`src/rtl/mouse_target_judge.sv`:
```
// Reaction-time judge: after a start pulse, waits for a fresh left click and
// reports whether the cursor was inside the target square, the elapsed
// milliseconds, or a timeout.
//
// Handshake: start is a single-cycle request that is only accepted while idle
// (busy=0); it is dropped silently otherwise. Each accepted start yields
// exactly one result_valid pulse, unless reset aborts the trial. The result
// fields are valid in that cycle and stay stable until the next result.
module mouse_target_judge #(
    parameter int CYCLES_PER_MS = 50000,
    parameter int TARGET_SIZE   = 16,
    parameter int TIMEOUT_MS    = 9999
) (
    input  logic        CLOCK_50,
    input  logic        reset,
    input  logic [9:0]  x_position,
    input  logic [8:0]  y_position,
    input  logic        leftClick_pressed,
    input  logic        start,
    input  logic [9:0]  target_x,
    input  logic [8:0]  target_y,
    output logic        busy,
    output logic        result_valid,
    output logic        hit,
    output logic        timed_out,
    output logic [13:0] reaction_ms,
    output logic [7:0]  hit_count
);

    localparam int PW = (CYCLES_PER_MS > 1) ? $clog2(CYCLES_PER_MS) : 1;
    localparam logic [PW-1:0] PRESC_LAST  = PW'(CYCLES_PER_MS - 1);
    localparam logic [13:0]   TIMEOUT_VAL = 14'(TIMEOUT_MS);
    localparam logic [13:0]   MS_MAX      = 14'h3fff;
    localparam logic [10:0]   SIZE_X      = 11'(TARGET_SIZE);
    localparam logic [9:0]    SIZE_Y      = 10'(TARGET_SIZE);

    typedef enum logic [1:0] {
        IDLE       = 2'd0,
        ARMED      = 2'd1,
        WAIT_CLICK = 2'd2,
        RESULT     = 2'd3
    } state_t;

    state_t        state_q, state_d;
    logic          btn_q, btn_d;
    logic          btn_prev_q, btn_prev_d;
    logic [PW-1:0] presc_q, presc_d;
    logic [13:0]   ms_q, ms_d;
    logic [9:0]    tx_q, tx_d;
    logic [8:0]    ty_q, ty_d;
    logic          hit_q, hit_d;
    logic          timed_out_q, timed_out_d;
    logic [13:0]   reaction_q, reaction_d;
    logic [7:0]    hit_count_q, hit_count_d;

    logic click_edge;
    logic in_target;
    logic timeout_now;

    // Hit test on live cursor, one bit wider so a target near the screen
    // coordinate limits does not wrap around to zero.
    always_comb begin
        in_target = ({1'b0, x_position} >= {1'b0, tx_q})
                 && ({1'b0, x_position} <  ({1'b0, tx_q} + SIZE_X))
                 && ({1'b0, y_position} >= {1'b0, ty_q})
                 && ({1'b0, y_position} <  ({1'b0, ty_q} + SIZE_Y));
    end

    // Next-state, timing and result logic.
    always_comb begin
        state_d     = state_q;
        btn_d       = leftClick_pressed;
        btn_prev_d  = btn_q;
        presc_d     = presc_q;
        ms_d        = ms_q;
        tx_d        = tx_q;
        ty_d        = ty_q;
        hit_d       = hit_q;
        timed_out_d = timed_out_q;
        reaction_d  = reaction_q;
        hit_count_d = hit_count_q;
        click_edge  = btn_q && !btn_prev_q;
        timeout_now = (ms_q == TIMEOUT_VAL);

        // Millisecond timebase runs for the whole active trial.
        if (state_q == ARMED || state_q == WAIT_CLICK) begin
            if (presc_q == PRESC_LAST) begin
                presc_d = '0;
                if (ms_q != MS_MAX) begin
                    ms_d = ms_q + 14'd1;
                end
            end else begin
                presc_d = presc_q + PW'(1);
            end
        end

        case (state_q)
            IDLE: begin
                if (start) begin
                    tx_d    = target_x;
                    ty_d    = target_y;
                    presc_d = '0;
                    ms_d    = '0;
                    state_d = ARMED;
                end
            end
            ARMED: begin
                // A button held from before start must be released first.
                if (timeout_now) begin
                    hit_d       = 1'b0;
                    timed_out_d = 1'b1;
                    reaction_d  = TIMEOUT_VAL;
                    state_d     = RESULT;
                end else if (!btn_q) begin
                    state_d = WAIT_CLICK;
                end
            end
            WAIT_CLICK: begin
                // A click on the timeout cycle still counts as a click.
                if (click_edge) begin
                    hit_d       = in_target;
                    timed_out_d = 1'b0;
                    reaction_d  = ms_q;
                    state_d     = RESULT;
                end else if (timeout_now) begin
                    hit_d       = 1'b0;
                    timed_out_d = 1'b1;
                    reaction_d  = TIMEOUT_VAL;
                    state_d     = RESULT;
                end
            end
            RESULT: begin
                if (hit_q) begin
                    hit_count_d = hit_count_q + 8'd1;
                end
                state_d = IDLE;
            end
            default: state_d = IDLE;
        endcase
    end

    // State and datapath registers with synchronous reset.
    always_ff @(posedge CLOCK_50) begin
        if (reset) begin
            state_q     <= IDLE;
            btn_q       <= 1'b0;
            btn_prev_q  <= 1'b0;
            presc_q     <= '0;
            ms_q        <= '0;
            tx_q        <= '0;
            ty_q        <= '0;
            hit_q       <= 1'b0;
            timed_out_q <= 1'b0;
            reaction_q  <= '0;
            hit_count_q <= '0;
        end else begin
            state_q     <= state_d;
            btn_q       <= btn_d;
            btn_prev_q  <= btn_prev_d;
            presc_q     <= presc_d;
            ms_q        <= ms_d;
            tx_q        <= tx_d;
            ty_q        <= ty_d;
            hit_q       <= hit_d;
            timed_out_q <= timed_out_d;
            reaction_q  <= reaction_d;
            hit_count_q <= hit_count_d;
        end
    end

    assign busy         = (state_q == ARMED) || (state_q == WAIT_CLICK);
    assign result_valid = (state_q == RESULT);
    assign hit          = hit_q;
    assign timed_out    = timed_out_q;
    assign reaction_ms  = reaction_q;
    assign hit_count    = hit_count_q;

endmodule

```
`config.mk`:
```
export PLATFORM = sky130hd
export DESIGN_NAME = mouse_target_judge
export DESIGN_NICKNAME = d
export VERILOG_FILES = /design/src/rtl/mouse_target_judge.sv
export SDC_FILE = /design/constraint.sdc
export NUM_CORES = 1
export LEC_CHECK = 0
export ABC_CLOCK_PERIOD_IN_PS = 2200
export BUFFER_PORTS_ARGS = -buffer_cell sky130_fd_sc_hd__buf_2
export CAP_MARGIN = 20
export CORE_MARGIN = 5
export CORE_UTILIZATION = 35
export CTS_BUF_LIST = sky130_fd_sc_hd__clkbuf_8
export DETAILED_ROUTE_END_ITERATION = 16
export PLACE_DENSITY = 0.59
export SLEW_MARGIN = 20
export SYNTH_ARGS = -nofsm -noshare
export SYNTH_HDL_FRONTEND = slang
export SYNTH_SLANG_ARGS = --single-unit
```
`constraint.sdc`:
```
create_clock -name CLOCK_50 -period 2.2 [get_ports CLOCK_50]
set_input_delay 0.33 -clock CLOCK_50 [delete_from_list [all_inputs] [get_ports CLOCK_50]]
set_output_delay 0.33 -clock CLOCK_50 [all_outputs]
set_load 0.1 [all_outputs]
```
==> impl_metrics.py, run 1 <==
metrics = {
    "worst_setup_path": {
        "start_kind": "register",
        "path_max_fanout": 6,
        "end_kind": "register",
        "slowest_delay_ps": 430,
        "path_class": "register to register",
        "r2r_end": "ms_q[11]$_SDFF_PP0_",
        "r2r-start": "state_q[1]$_SDFFE_PP0P_",
        "worst_path_max_delay_cell": "a311oi_4",
        "path_cells": "inv_2 > ha_4 > and4_4 > nand4_4 > a311oi_4 > nand4_1 > xnor2_1 > nor2_1",
        "r2r_slack_ps": 150,
        "reg2reg_depth": 8,
        "crit_end": "ms_q[11]$_SDFF_PP0_",
        "arrival_ps": 2300,
        "startpoint": "state_q[1]$_SDFFE_PP0P_",
        "cp.required_ps": 2440,
    },
    "sta": {
        "hold_viol_final": 0,
        "worst_slack_ps": 146,
        "period_share_pct": 93.3,
        "min_period_ps": 2050,
        "final-setup-viol-count": 0,
        "whs_ps": 204,
        "relSlewSlack_pct": 67.5,
        "fin_worst_skew_ps": 9.52,
        "max_freq_mhz": 487,
        "worstMarginPinSlew_ps": 490,
        "slew_violations": 0,
    },
    "yosys": {
        "synth_cell_type_count": 47,
        "synth_xor_area_share_pct": 7.95,
        "ys_seq_elements": 77,
        "synth.avg_cell_area_um2": 8.40,
        "yosysMostFrequentCell": "nand2_1",
        "syn-cell-area_mm2": 0.00407,
        "synth-async-reset-ratio_pct": 0,
        "syn_inst": 485,
        "ys_warn_count": 0,
        "synth_top_family_by_area": "simple AND/OR/NAND/NOR gates",
        "synthTopCellsByArea": "dfxtp_1 38%, ha_1 12%, nand2_1 8.3%",
        "synth.top_cells.by_count": "90 x nand2_1, 77 x dfxtp_1, 41 x a21oi_1, 40 x ha_1, 39 x nor2_1",
        "synthesis.nets": 567,
        "synth_simple_gate_area_share_pct": 23.9,
        "synth_area_leader_cell": "dfxtp_1",
        "synthMuxAreaShare_pct": 1.23,
        "synth_edf_count": 0,
        "synth-main-ff-cell": "dfxtp_1",
        "synth_fa_ha_area_share_pct": 12.3,
        "ys_seq_area_share_pct": 37.8,
        "synth_compound_area_share_pct": 12.6,
        "synth_top_area_share_pct": 37.8,
    },
    "routing": {
        "drc": 0,
        "drt-initial-drc-count": 139,
        "wl_per_cell_um": 13.2,
        "viasPerCell": 4.92,
        "wirelength_um": 9370,
        "via_count": 3496,
        "drt_pass1_iterations": 4,
        "ant_nets": 0,
    },
    "power_and_ir_drop": {
        "vdd_drop_max_mv": 0.673,
        "powerDensity_mw_per_mm2": 792,
        "total_power_mw": 3.90,
        "leakage_nw": 1.99,
    },
    "floorplan": {
        "io_pins": 68,
        "core_mm2": 0.0114,
        "die-area_mm2": 0.0139,
        "rows": 39,
        "die_h_um": 118,
        "initial_core_util_pct": 35.7,
        "dieWidth_um": 118,
    },
    "final_layout": {
        "area_delta_synth_final_pct": 21.0,
        "final_nets": 644,
        "antenna_cells": 0,
        "drive_gt1_share_pct": 22.8,
        "fillCellCount": 1168,
    },
    "global_routing": {
        "gr-total-overflow": 0,
        "antenna_found_initial": 0,
        "grt_max_degree": 24,
        "grtUsageTotal_pct": 13.8,
        "first_global_vias": 3571,
        "grt_first_pass_wirelength_um": 16200,
    },
    "cts": {
        "cts_tree": "done",
        "post_cts_buffers": 0,
        "clockRootBuffer": "clkbuf_8",
        "ctsHoldBuffers": 0,
        "cts_inserted_buffers": 9,
        "htreeDepth": 3,
        "clock_latency_ps": 350,
        "clk_pin_slew_ps": 80,
        "cts_sinks": 77,
        "cts_resized": 0,
        "max-clock-path-buffers": 2,
    },
    "outcome": {
        "status": "finished, final reports clean",
    },
    "placement": {
        "port-buffer-count": 67,
        "place.gp.congestion": 0.843,
        "dp_hpwl_um": 7300,
        "place_ws_ps": 40.5,
    },
    "hold_path": {
        "min_path_type": "input port to register",
    },
    "run": {
        "maxCapViolations": 0,
    },
}
-- sequential cells by signal (all words and copies together) (netlist names), 2 cells and up --
signal and count:
tx_q 10, ty_q 9, ms_q 14, reaction_ms 14, presc_q 16, state_q 2, hit_count 8
-- cells in the final DEF (no fill, tap or decap), types with 3 or more instances in the layout --
cell      Yosys  routed
and2_1        3       3
xor2_1       19      19
o21ai_0       7       7
or3_1         3       3
o211ai_1      3       3
clkbuf_8      0      11
mux2i_1       5       5
nand2_1      90      90
a21oi_1      41      41
a31oi_1       9       9
nor2b_1       7       7
inv_2         0       3
buf_4         0      17
a211oi_1      5       4
dfxtp_1      77      70
nor3_1        4       3
nand2b_1      6       5
inv_1        27      24
nor2_1       39      39
buf_2         2      67
xnor2_1      18      18
and3_1        8       8
dfxtp_2       0       7
ha_1         40      37
nand3_1      18      17
nand4_1       9       9
-- power by group --
part	switching [mW]	internal, mW	leakage [nW]
Clock	0.509	0.585	0.102
Sequential	0.0860	1.50	0.626
Combinational	0.751	0.476	1.26
Total	1.35	2.56	1.99
-- final cells by class --
cell class              instances  area [um2]  area share [%]
well taps                     143         179            3.63
multi-input cells             363        2420            49.2
clock inverters                 5        58.8            1.19
inverters                      27         101            2.06
clock buffers                  11         151            3.07
repair buffers                 84         463            9.39
flip-flops and latches         77        1550            31.5
-- critical path, delay by kind of cell, from the launching register on --
family	cells	cell delay [ps]
buf+inv	1	80
xor+xnor	1	180
flops	1	390
fa+ha+maj	1	270
simple gates	4	600
compound gates	1	430
-- metal layers --
layer,global-route usage [%],routed length [um],share of wire [%]
met4,4.80,159,1.7
met3,3.46,409,4.4
met2,23.9,4550,49
met5,0,0,0
met1,16.5,4250,45
-- kinds of logic (layout without fill, tap and decap cells) --
logic type / count (synthesis) / after routing
simple gates: 202 / 202
buf+inv: 45 / 127
compound gates: 79 / 79
fa+ha+maj: 40 / 40
flops: 77 / 77
xor+xnor: 37 / 37
mux: 5 / 5
-- how the worst min path moves through the flow --
stage	from	to	slack (ps)	cells past startpoint
after floorplan	tx_q[1]$_SDFFE_PP0P_	tx_q[1]$_SDFFE_PP0P_	440	2
after global placement	reaction_ms[4]$_SDFFE_PP0N_	reaction_ms[4]$_SDFFE_PP0N_	440	2
after detailed placement	reaction_ms[5]$_SDFFE_PP0N_	reaction_ms[5]$_SDFFE_PP0N_	450	2
after CTS	target_y[2]	ty_q[2]$_SDFFE_PP0P_	190	3
after global routing	target_y[1]	ty_q[1]$_SDFFE_PP0P_	190	3
final	target_y[1]	ty_q[1]$_SDFFE_PP0P_	200	3
-- through the flow --
stage               instance area (um2)  instances  setup TNS, ps  utilization (%)
global route                       4930        710          -10.1             43.2
floorplan                          4120        485           -109                -
finish                             4930        710              0             43.2
global placement                   4690        694              0             41.0
detailed placement                 4690        694              0             41.0
CTS                                4900        710              0             42.9
Power figures use the tool's default switching activity.
==> run 2, diff against run 1 <==
--- a/config.mk
+++ b/config.mk
@@ -5,14 +5,15 @@
 export SDC_FILE = /design/constraint.sdc
 export NUM_CORES = 1
 export LEC_CHECK = 0
-export ABC_CLOCK_PERIOD_IN_PS = 2200
+export ABC_CLOCK_PERIOD_IN_PS = 2430
 export BUFFER_PORTS_ARGS = -buffer_cell sky130_fd_sc_hd__buf_2
 export CAP_MARGIN = 20
 export CORE_MARGIN = 5
 export CORE_UTILIZATION = 35
 export CTS_BUF_LIST = sky130_fd_sc_hd__clkbuf_8
 export DETAILED_ROUTE_END_ITERATION = 16
-export PLACE_DENSITY = 0.59
+export PLACE_DENSITY = 0.57
+export REMOVE_ABC_BUFFERS = 1
 export SLEW_MARGIN = 20
 export SYNTH_ARGS = -nofsm -noshare
 export SYNTH_HDL_FRONTEND = slang
==> constraint.sdc (replaced) <==
create_clock -name CLOCK_50 -period 2.43 [get_ports CLOCK_50]
set_input_delay 0.3645 -clock CLOCK_50 [delete_from_list [all_inputs] [get_ports CLOCK_50]]
set_output_delay 0.3645 -clock CLOCK_50 [all_outputs]
set_load 0.1 [all_outputs]
==> run 2 against run 1 <==
  * Clock power down 14%
  * Sequential share of layout area up 0.65 points
  * Via count down 0.26%
  * Sequential power down 10%
  * Clock skew down 3.3 ps
==> impl_metrics.py, run 2 (same netlist as run 1, synthesis figures left out) <==
metrics = {
    "outcome": {
        "status": "finished, final reports clean",
    },
    "power_and_ir_drop": {
        "total_power_mw": 3.41,
        "intPower_mw": 2.23,
        "seqPwrFrac_pct": 41.7,
        "leakage_nw": 1.93,
        "vdd_drop_max_mv": 0.296,
        "clkPwrFrac_pct": 27.4,
        "powerDensity_mw_per_mm2": 711,
        "power.switching_mw": 1.18,
        "pwr-share-comb_pct": 30.9,
        "switching_share_pct": 34.7,
    },
    "final_layout": {
        "largest_register_ffs": 16,
        "area_delta_synth_final_pct": 17.8,
        "finalNonFillerCells": 703,
        "drive_gt1_share_pct": 18.8,
        "final_cell_mix": "90 x nand2_1, 77 x dfxtp_1, 67 x buf_2, 41 x a21oi_1, 40 x ha_1",
        "final_nets": 639,
        "antenna_cells": 0,
        "top_register": "presc_q",
        "final_common_cell": "nand2_1",
    },
    "routing": {
        "viasPerCell": 4.96,
        "drc": 0,
        "drt-initial-drc-count": 221,
        "wirelength_um": 9290,
        "ant_nets": 0,
        "drt_pass1_iterations": 6,
        "wl_per_cell_um": 13.2,
        "via_count": 3487,
    },
    "floorplan": {
        "core_mm2": 0.0114,
        "rows": 39,
        "die_h_um": 118,
        "dieWidth_um": 118,
        "io_pins": 68,
        "initial_core_util_pct": 35.7,
        "die-area_mm2": 0.0139,
    },
    "sta": {
        "grt_setup_unrepaired": "no",
        "worstMarginPinSlew_ps": 543,
        "slew_violations": 0,
        "period_share_pct": 91.6,
        "final-setup-viol-count": 0,
        "hold_viol_final": 0,
        "max_freq_mhz": 449,
        "relSlewSlack_pct": 63.5,
        "min_period_ps": 2230,
        "fin_worst_skew_ps": 6.24,
    },
    "hold_path": {
        "min_path_type": "input port to register",
    },
    "placement": {
        "dp_hpwl_um": 7130,
        "dp.cells": 689,
        "place.gp.congestion": 0.846,
        "port-buffer-count": 67,
    },
    "global_routing": {
        "grt_max_degree": 39,
        "grt_first_pass_wirelength_um": 16100,
        "grtUsageTotal_pct": 13.7,
        "gr-total-overflow": 0,
        "antenna_found_initial": 0,
        "first_global_vias": 3445,
    },
    "cts": {
        "cts_sinks": 77,
        "cts_tree": "done",
        "clk_pin_slew_ps": 80,
        "post_cts_buffers": 0,
        "max-clock-path-buffers": 2,
        "clockRootBuffer": "clkbuf_8",
        "clock_latency_ps": 350,
        "htreeDepth": 3,
        "cts_inserted_buffers": 9,
    },
    "worst_setup_path": {
        "path_class": "register to register",
        "start_kind": "register",
        "path_max_fanout": 5,
        "end_kind": "register",
        "arrival_ps": 2500,
        "cp.required_ps": 2710,
    },
    "run": {
        "maxCapViolations": 0,
    },
}
-- run 2: layer usage --
| layer | routed length, um | share of wire, % | vias up | GRT usage (%) |
|---|---|---|---|---|
| met5 | 0 | 0 | - | 0 |
| met4 | 161 | 1.7 | 0 | 5.02 |
| met3 | 420 | 4.5 | 12 | 2.50 |
| met2 | 4570 | 49 | 72 | 23.8 |
| met1 | 4140 | 45 | 1606 | 16.8 |
| li1 | - | - | 1797 | - |
-- run 2: timing repair --
item,in CTS,in global routing
hold buffers,0,0
setup endpoints to repair,0,1
resized for setup,0,1
-- run 2: through the flow --
stage                     cell area (um2)  setup WS, ps  util (%)  TNS, ps  hold slack [ps]
final                                4800           204      42.0        0              238
after global routing                 4800          3.57      42.0        0              240
after CTS                            4800           169      42.0        0              234
after detailed placement             4610           194      40.4        0              446
after global placement               4610           350      40.4        0              445
after floorplan                      4000          -459         -    -8600              430
-- run 2: power groups by stage --
stage | sequential, mW | clock (mW) | combinational [mW]
finish | 1.42 | 0.935 | 1.06
global route | 1.44 | 1.02 | 1.19
CTS | 1.42 | 0.971 | 1.07
detailed placement | 1.45 | 0 | 1.06
global placement | 1.45 | 0 | 1.03
floorplan | 1.43 | 0 | 0.774
-- run 2: final cells by class --
cell class	count	area [um2]
flip-flops and latches	77	1540
fillers	1165	6620
inverters	27	101
multi-input cells	363	2370
clock inverters	4	50.0
well taps	143	179
repair buffers	79	425
clock buffers	10	138
-- run 2: final timing paths --
path,from,to,slack [ps],cells after the start
setup / recovery,tx_q[6]$_SDFFE_PP0P_,hit$_SDFFE_PP0N_,200,10
hold / removal,leftClick_pressed,btn_prev_d$_SDFF_PP0_,240,2
setup reg to reg,tx_q[6]$_SDFFE_PP0P_,hit$_SDFFE_PP0N_,200,10
hold reg to reg,reaction_ms[7]$_SDFFE_PP0N_,reaction_ms[7]$_SDFFE_PP0N_,450,2
-- run 2: worst max-delay path: stages (launching register included) --
cell and delay, ps:
dfxtp_1 400, inv_1 90, nor3_2 220, nand3_1 110, xnor2_1 140, ha_1 310, a211oi_1 270, nand4_1 130
o2bb2ai_1 180, o2111ai_1 140, a21oi_1 170
==> run 3, diff against run 2 <==
--- a/config.mk
+++ b/config.mk
@@ -5,9 +5,9 @@
 export SDC_FILE = /design/constraint.sdc
 export NUM_CORES = 1
 export LEC_CHECK = 0
-export ABC_CLOCK_PERIOD_IN_PS = 2430
 export BUFFER_PORTS_ARGS = -buffer_cell sky130_fd_sc_hd__buf_2
 export CAP_MARGIN = 20
+export CORE_ASPECT_RATIO = 0.6
 export CORE_MARGIN = 5
 export CORE_UTILIZATION = 35
 export CTS_BUF_LIST = sky130_fd_sc_hd__clkbuf_8
==> run 3 against run 2 <==
  * Via count down 1.3%
  * Design area down 0.70%
  * Clock power down 13%
==> impl_metrics.py, run 3 (same netlist as run 1, synthesis figures left out) <==
metrics = {
    "outcome": {
        "status": "finished, final reports clean",
    },
    "cts": {
        "clock_latency_ps": 350,
        "htreeDepth": 3,
        "ctsHoldBuffers": 0,
        "cts_inserted_buffers": 9,
        "cts_tree": "done",
        "clk_pin_slew_ps": 80,
        "clockRootBuffer": "clkbuf_8",
        "cts_sinks": 77,
        "max-clock-path-buffers": 2,
    },
    "worst_setup_path": {
        "reg2reg_depth": 8,
        "path_class": "register to register",
        "path_max_fanout": 6,
        "end_kind": "register",
        "cp.required_ps": 2670,
        "arrival_ps": 2490,
        "start_kind": "register",
    },
    "final_layout": {
        "utilization_pct": 42.1,
        "final_common_cell": "nand2_1",
        "final_nets": 636,
        "finalNonFillerCells": 717,
        "area_delta_synth_final_pct": 17.0,
        "top_register": "presc_q",
        "drive_gt1_share_pct": 18.5,
        "final_cell_mix": "90 x nand2_1, 76 x dfxtp_1, 67 x buf_2, 41 x a21oi_1, 40 x ha_1",
        "largest_register_ffs": 16,
        "antenna_cells": 0,
        "fillCellCount": 1190,
    },
    "global_routing": {
        "grt_max_degree": 32,
        "first_global_vias": 3341,
        "grtUsageTotal_pct": 14.8,
        "grt_first_pass_wirelength_um": 16600,
        "gr-total-overflow": 0,
        "antenna_found_initial": 0,
    },
    "hold_path": {
        "hold-path-cell-count": 3,
        "min_path_type": "input port to register",
    },
    "placement": {
        "port-buffer-count": 67,
        "place.gp.congestion": 0.849,
        "dp_hpwl_um": 7470,
        "place_ws_ps": 164,
        "dp.cells": 703,
    },
    "floorplan": {
        "die-area_mm2": 0.0140,
        "io_pins": 68,
        "core_mm2": 0.0113,
        "die_h_um": 93.6,
        "initial_core_util_pct": 35.9,
        "dieWidth_um": 149,
        "rows": 30,
    },
    "routing": {
        "ant_nets": 0,
        "via_count": 3440,
        "wl_per_cell_um": 13.7,
        "viasPerCell": 4.80,
        "drc": 0,
        "drt-initial-drc-count": 276,
        "drt_pass1_iterations": 4,
        "wirelength_um": 9820,
    },
    "sta": {
        "min_period_ps": 2250,
        "grt_setup_unrepaired": "yes",
        "period_share_pct": 92.6,
        "max_freq_mhz": 444,
        "relSlewSlack_pct": 54.7,
        "hold_viol_final": 0,
        "timing.setup.tns_ps": 0,
        "fin_worst_skew_ps": 6.67,
        "final-setup-viol-count": 0,
        "slew_violations": 0,
        "worstMarginPinSlew_ps": 678,
        "worst_slack_ps": 180,
    },
    "power_and_ir_drop": {
        "leakage_nw": 1.91,
        "vdd_drop_max_mv": 0.645,
        "powerDensity_mw_per_mm2": 696,
    },
    "run": {
        "maxCapViolations": 0,
    },
}
-- run 3: timing repair --
action	CTS	global route
setup buffers	0	0
setup endpoints to repair	0	4
gates resized for setup	0	2
-- run 3: final timing paths --
kind / start / end / slack (ps)
max: state_q[1]$_SDFFE_PP0P_ / ms_q[7]$_SDFF_PP0_ / 180
min: target_x[7] / tx_q[7]$_SDFFE_PP0P_ / 240
max reg2reg: state_q[1]$_SDFFE_PP0P_ / ms_q[7]$_SDFF_PP0_ / 180
min reg2reg: reaction_ms[7]$_SDFFE_PP0N_ / reaction_ms[7]$_SDFFE_PP0N_ / 450
-- run 3: cell type report --
| cell class | count | area (um2) | area share (%) |
|---|---|---|---|
| flip-flops and latches | 77 | 1540 | 32.4 |
| repair buffers | 76 | 403 | 8.45 |
| inverters | 27 | 101 | 2.13 |
| well taps | 160 | 200 | 4.20 |
| multi-input cells | 363 | 2370 | 49.6 |
| clock buffers | 9 | 124 | 2.60 |
| clock inverters | 5 | 30.0 | 0.630 |
-- run 3: metrics by stage --
step	power [mW]	cell area (um2)	hold WS, ps
6_report	3.32	4770	243
5_1_grt	3.56	4770	231
3_5_place_dp	2.53	4610	445
3_3_place_gp	2.49	4610	444
2_1_floorplan	2.21	4000	430
4_1_cts	3.36	4760	219
-- run 3: per-layer routing --
layer  vias up  share of wire [%]  GRT usage (%)  routed length (um)
met5         -                  0              0                   0
met4         0                1.2           4.27                 116
met3        12                5.8           4.65                 571
met2        85                 41           20.7                3980
met1      1553                 52           21.7                5150
li1       1790                  -              -                   -
-- run 3: critical path: stages (launching register included) --
cell and delay, ps:
dfxtp_1 420, inv_1 110, ha_1 320, and4_1 220
nand4_2 180, a311oi_2 490, and2_1 220, xnor2_1 120
nor2_1 60
-- run 3: power breakdown --
| part | total [mW] | leakage [nW] | switching, mW | internal (mW) |
|---|---|---|---|---|
| Combinational | 1.07 | 1.21 | 0.681 | 0.392 |
| Sequential | 1.43 | 0.624 | 0.0818 | 1.35 |
| Clock | 0.817 | 0.0767 | 0.463 | 0.353 |
| Total | 3.32 | 1.91 | 1.23 | 2.09 |
